$ cat config.mk
export PLATFORM = sky130hd
export DESIGN_NAME = beat_sequencer
export DESIGN_NICKNAME = d
export VERILOG_FILES = /design/src/rtl/bnw_pkg.sv /design/src/rtl/beat_divider.sv /design/src/rtl/beat_sequencer.sv
export SDC_FILE = /design/constraint.sdc
export NUM_CORES = 1
export LEC_CHECK = 0
export ABC_AREA = 0
export BUFFER_PORTS_ARGS = -buffer_cell sky130_fd_sc_hd__buf_4
export CAP_MARGIN = 5
export CORE_ASPECT_RATIO = 0.5
export CORE_MARGIN = 1.5
export CORE_UTILIZATION = 62
export DETAILED_ROUTE_END_ITERATION = 7
export GPL_ROUTABILITY_DRIVEN = 1
export PLACE_DENSITY_LB_ADDON = 0.1
export RECOVER_POWER = 100
export SETUP_SLACK_MARGIN = 0.4
export SYNTH_ARGS = -nofsm -noshare
export SYNTH_HDL_FRONTEND = slang
export SYNTH_SLANG_ARGS = --single-unit
$ cat constraint.sdc
create_clock -name clk -period 3.3 [get_ports clk]
set_input_delay 0.165 -clock clk [delete_from_list [all_inputs] [get_ports clk]]
set_output_delay 0.165 -clock clk [all_outputs]
set_load 0.01 [all_outputs]
$ cat src/rtl/bnw_pkg.sv
// bnw_pkg: shared constants and types for the beat sequencer.
//   BEAT_W      - width of the song beat counter
//   CIN_W       - width of the lead-in beat counter
//   LAST_BEAT   - final beat number of the song
//   bnw_state_e - sequencer state encoding
package bnw_pkg;

    localparam int unsigned BEAT_W = 7;
    localparam int unsigned CIN_W  = 3;

    localparam logic [BEAT_W-1:0] LAST_BEAT = BEAT_W'(96);

    typedef enum logic [2:0] {
        StIdle,
        StCountIn,
        StPlay,
        StPause,
        StDone
    } bnw_state_e;

endpackage

$ cat src/rtl/beat_divider.sv
// beat_divider: free-running tick divider that counts 0..TICKS-1 while enabled.
//   clk   - clock, rising edge
//   rst_n - asynchronous active-low reset
//   en    - advance the count this cycle
//   clr   - force the count to 0 (wins over en)
//   term  - count is at TICKS-1 (last tick of the beat)
module beat_divider #(
    parameter int unsigned TICKS = 4
) (
    input  logic clk,
    input  logic rst_n,
    input  logic en,
    input  logic clr,
    output logic term
);

    localparam int unsigned DIV_W = (TICKS > 2) ? $clog2(TICKS) : 1;

    logic [DIV_W-1:0] cnt_q;
    logic [DIV_W-1:0] cnt_d;

    assign term = (cnt_q == DIV_W'(TICKS - 1));

    // Wrap at the terminal value so the count never exceeds TICKS-1.
    always_comb begin
        cnt_d = cnt_q;
        if (clr) begin
            cnt_d = '0;
        end else if (en) begin
            cnt_d = term ? '0 : cnt_q + DIV_W'(1);
        end
    end

    always_ff @(posedge clk or negedge rst_n) begin
        if (!rst_n) begin
            cnt_q <= '0;
        end else begin
            cnt_q <= cnt_d;
        end
    end

endmodule

$ cat src/rtl/beat_sequencer.sv
// beat_sequencer: song beat sequencer with lead-in, pause and stop.
//   clk       - clock, rising edge
//   rst_n     - asynchronous active-low reset
//   start     - pulse: begin a song from IDLE or DONE
//   pause     - pulse: toggle PLAY <-> PAUSE
//   stop      - pulse: abort to IDLE
//   beat_cnt  - current song beat (0 when not playing)
//   beat_tick - pulse when beat_cnt takes a new nonzero value
//   count_in  - lead-in beats remaining
//   playing   - high in PLAY
//   done      - high in DONE
// Optional: define BNW_SONG_LOOP_EN to wrap from the last beat back to beat 1
// instead of finishing in DONE.
module beat_sequencer
    import bnw_pkg::*;
#(
    parameter int unsigned TICKS_PER_BEAT = 25_000_000,
    parameter int unsigned COUNT_IN_BEATS = 4
) (
    input  logic              clk,
    input  logic              rst_n,
    input  logic              start,
    input  logic              pause,
    input  logic              stop,
    output logic [BEAT_W-1:0] beat_cnt,
    output logic              beat_tick,
    output logic [CIN_W-1:0]  count_in,
    output logic              playing,
    output logic              done
);

    bnw_state_e        state_q, state_d;
    logic [BEAT_W-1:0] beat_q, beat_d;
    logic [CIN_W-1:0]  cin_q, cin_d;
    logic              tick_q, tick_d;
    logic              playing_q, playing_d;
    logic              done_q, done_d;

    logic div_en;
    logic div_clr;
    logic div_term;

    beat_divider #(
        .TICKS(TICKS_PER_BEAT)
    ) u_div (
        .clk  (clk),
        .rst_n(rst_n),
        .en   (div_en),
        .clr  (div_clr),
        .term (div_term)
    );

    always_comb begin
        state_d = state_q;
        beat_d  = beat_q;
        cin_d   = cin_q;
        tick_d  = 1'b0;
        div_en  = 1'b0;
        div_clr = 1'b0;

        if (stop) begin
            state_d = StIdle;
            beat_d  = '0;
            cin_d   = '0;
            div_clr = 1'b1;
        end else begin
            unique case (state_q)
                StIdle, StDone: begin
                    if (start) begin
                        div_clr = 1'b1;
                        if (COUNT_IN_BEATS == 0) begin
                            state_d = StPlay;
                            beat_d  = BEAT_W'(1);
                            cin_d   = '0;
                            tick_d  = 1'b1;
                        end else begin
                            state_d = StCountIn;
                            beat_d  = '0;
                            cin_d   = CIN_W'(COUNT_IN_BEATS);
                        end
                    end
                end
                StCountIn: begin
                    div_en = 1'b1;
                    if (div_term) begin
                        if (cin_q == CIN_W'(1)) begin
                            state_d = StPlay;
                            cin_d   = '0;
                            beat_d  = BEAT_W'(1);
                            tick_d  = 1'b1;
                        end else begin
                            cin_d = cin_q - CIN_W'(1);
                        end
                    end
                end
                StPlay: begin
                    // Pause freezes the divider on this edge so a resume
                    // restarts exactly where the beat was interrupted.
                    if (pause) begin
                        state_d = StPause;
                    end else begin
                        div_en = 1'b1;
                        if (div_term) begin
                            if (beat_q == LAST_BEAT) begin
`ifdef BNW_SONG_LOOP_EN
                                beat_d = BEAT_W'(1);
                                tick_d = 1'b1;
`else
                                state_d = StDone;
`endif
                            end else begin
                                beat_d = beat_q + BEAT_W'(1);
                                tick_d = 1'b1;
                            end
                        end
                    end
                end
                StPause: begin
                    if (pause) begin
                        state_d = StPlay;
                    end
                end
                default: begin
                    state_d = StIdle;
                    beat_d  = '0;
                    cin_d   = '0;
                    div_clr = 1'b1;
                end
            endcase
        end

        playing_d = (state_d == StPlay);
        done_d    = (state_d == StDone);
    end

    always_ff @(posedge clk or negedge rst_n) begin
        if (!rst_n) begin
            state_q   <= StIdle;
            beat_q    <= '0;
            cin_q     <= '0;
            tick_q    <= 1'b0;
            playing_q <= 1'b0;
            done_q    <= 1'b0;
        end else begin
            state_q   <= state_d;
            beat_q    <= beat_d;
            cin_q     <= cin_d;
            tick_q    <= tick_d;
            playing_q <= playing_d;
            done_q    <= done_d;
        end
    end

    assign beat_cnt  = beat_q;
    assign beat_tick = tick_q;
    assign count_in  = cin_q;
    assign playing   = playing_q;
    assign done      = done_q;

endmodule

==> run metrics <==
status complete, but fails checks; failing checks capacitance limit, slew limit; Main synth FF type dfrtp_1; CTS tree yes; #FFs+latches synth a little over 40; Placer Congestion 0.9278; area share of fa/ha/maj cells after synthesis 2.561%; fin crit period between 2000 and 3000 ps; maximum vdd drop around 0.00022 V; layout cells sized above 1 6.643%; CTS Buffer Depth 2; Syn Nets 281; vias in the first global route around 1900; cells on worst reg2reg path 5; Pleak 1.043 nW; Avg Cell Area, Syn around 9 um^2; synthesized instance count between 200 and 300; Worst EP arrival 2740 ps; r2r setup slk 700 ps; CTS Buf Count 5; post-CTS setup buffer count 0; Reg clk slew, reported paths 70 ps; Storage cell area 1026 um^2; IO Pins 18; Initial DRC Count between 100 and 150; Hold Path End count_in[0]$_DFFE_PN0P_; Inserted Diodes 0; first-pass GRT wire length 8880 um; Initial Util 67.78%; Worst Setup Path Type flip-flop to flip-flop; Area contributors post-synth dfrtp_1 42%, nor2_1 4.0%, a21oi_1 3.7%; Fin Setup TNS 0 ps; Max-cap violations 1; fillers 294; RSZ-0062 raised after global routing false; Hold Crit Start stop; die area 4348 um^2; peak fanout along the critical path 18; Simple-Gate Fraction of Synth Area 29.76%; vias between 2000 and 2500; worst slew pin tran 2157 ps; reg2reg start u_div.cnt_q[9]$_DFFE_PN0P_; Area Growth Syn to Fin 6.199%; WHS Path Cells 2; register area share after synthesis 42.01%; power per cell area 358.9 nW/um^2; ys async rst share 100.0%; routed length on met1 approximately 2400 um; antenna violations before repair 0; num rows 15; Met3 Wirelength a little under 400 um; max_slew headroom -43.82%; DPL Wire Length 3782 um; Hold Crit Class input port to flip-flop; clock skew 3.923 ps; largest net degree at the start of global routing 42; Synthesis Warnings 0; DR vias/cell 6.350; startpoint types flip-flop; synth unique cells between 50 and 60; cell breakdown of the critical path or4b_1 > nor4_4 > a21oi_1 > nor2_2 > nor2_1; number of flops mapped to enable cells by yosys 0; htree depth 2; Buffers on Ports 17; f_max slightly below 0.4 GHz; final hold slack ~140 ps; GRT Overall Usage 26.91%; slowest stage cell, crit path or4b_1; top sig layer met4; reg2reg end u_div.cnt_q[5]$_DFFE_PN0P_; Req. time, crit path 3440 ps; cell with the most instances after synthesis dfrtp_1; Avg WL per Cell about 16 um; Tcrit/Tclk final 78.68%; die width 91.76 um; Compound-Gate Fraction of Synth Area 14.70%; area of the multi-input gates ~1300 um^2; # setup viols final 0; die height 47.38 um; Post-Synth XOR/XNOR Area 5.379%; cell accounting for the most synthesized area dfrtp_1; root buffer cell clkbuf_8; slowest stage delay, CP 620 ps; top cells by count, synth 41 x dfrtp_1, 26 x nor2_1, 19 x nand2_1; drt pass-1 iters 5; CP endpoint kind flip-flop; number of remaining DRC errors 0; met2 wire length 2475 um; max-slew violation count 42; nets 296; Clock Latency Late Sink 290 ps; multiplexer share of the synthesized area less than 1%; mapped cell area 2442 um^2; clk sinks 41; DRT antenna net count 0; top cell type's share of synthesized area between 40% and 50%; core area 3603 um^2; Final Hold Viols 0; grt ovf 0; combinational family with the most area after synthesis simple AND/OR/NAND/NOR gates; WL final 5343 um
[cells in the final DEF, fill, tap and decap left out, drive strengths merged, types with 4 or more instances in the layout]
cell type / Yosys / layout
ha: 5 / 5
a21oi: 18 / 18
nor3: 10 / 10
or4b: 4 / 4
clkbuf: 3 / 21
nand4: 13 / 13
xnor2: 5 / 5
nand3: 14 / 14
o21ai: 17 / 17
or3: 5 / 5
nor4: 7 / 7
buf: 8 / 4
inv: 12 / 12
nor2: 27 / 27
and3: 7 / 7
or4: 4 / 4
a31oi: 4 / 4
xor2: 10 / 10
nand2b: 6 / 6
nand2: 19 / 19
dfrtp: 41 / 41
[flip-flops by register name, summed over array words and instances (netlist names)]
signal,count
playing,1
state_q,3
done,1
beat_tick,1
beat_cnt,7
count_in,3
u_div.cnt_q,25
[repair_timing]
| item | CTS | global route |
|---|---|---|
| hold endpoints to repair | 41 | 0 |
| resized for setup | 0 | 0 |
| hold buffers | 1 | 0 |
[final cells by class]
cell class                      instances  area share, %
Timing Repair Buffer                   19          3.570
Sequential cell                        41          39.56
Inverter                               12          1.737
Multi-Input combinational cell        207          49.35
Clock buffer                            7          3.329
Tap cell                               51          2.460
[stage by stage]
step | power (mW) | std cells | area (um^2) | setup WS [ps] | utilization (%)
floorplan | 0.5849 | 271 | 2442 | 1108 | -
global placement | 0.6126 | 329 | 2560 | 839.4 | 71.04
detailed placement | 0.6156 | 329 | 2560 | 740.8 | 71.04
CTS | 0.9405 | 337 | 2656 | 737.7 | 73.72
global route | 0.9738 | 337 | 2594 | 469.4 | 71.98
finish | 0.9309 | 337 | 2594 | 703.7 | 71.98
[kinds of logic after synthesis]
logic type / after synthesis
AND/OR/NAND/NOR: 129
flip-flops: 41
adder cells (fa/ha/maj): 5
AO/OA/AOI/OAI: 57
multiplexers: 1
buffers and inverters: 23
XOR/XNOR: 15
[where the power goes]
group / switching (mW) / total (mW) / internal, mW
Clock: 0.161 / 0.327 / 0.166
Sequential: 0.0108 / 0.519 / 0.509
Combinational: 0.0572 / 0.0847 / 0.0275
Total: 0.229 / 0.931 / 0.702
[how the worst max path moves through the flow]
stage | endpoint | depth (start not counted) | from
5_1_grt | u_div.cnt_q[19]$_DFFE_PN0P_ | 2 | rst_n
4_1_cts | u_div.cnt_q[5]$_DFFE_PN0P_ | 5 | u_div.cnt_q[9]$_DFFE_PN0P_
2_1_floorplan | u_div.cnt_q[12]$_DFFE_PN0P_ | 6 | u_div.cnt_q[9]$_DFFE_PN0P_
3_3_place_gp | u_div.cnt_q[4]$_DFFE_PN0P_ | 5 | u_div.cnt_q[9]$_DFFE_PN0P_
6_report | u_div.cnt_q[5]$_DFFE_PN0P_ | 5 | u_div.cnt_q[9]$_DFFE_PN0P_
3_5_place_dp | u_div.cnt_q[5]$_DFFE_PN0P_ | 5 | u_div.cnt_q[9]$_DFFE_PN0P_
[routing by layer]
layer | global-route usage, % | vias to the layer above
li1 | - | 1017
met1 | 36.35 | 1043
met2 | 45.67 | 75
met3 | 5.987 | 5
met4 | 7.077 | 0
met5 | 0 | -
[critical path: cells and delay by family (launching register included)]
kind / cells / cell delay [ps]
flip-flops: 1 / 430
AO/OA/AOI/OAI: 1 / 230
AND/OR/NAND/NOR: 4 / 1780
Note: power is estimated with default switching activity, not from simulation.
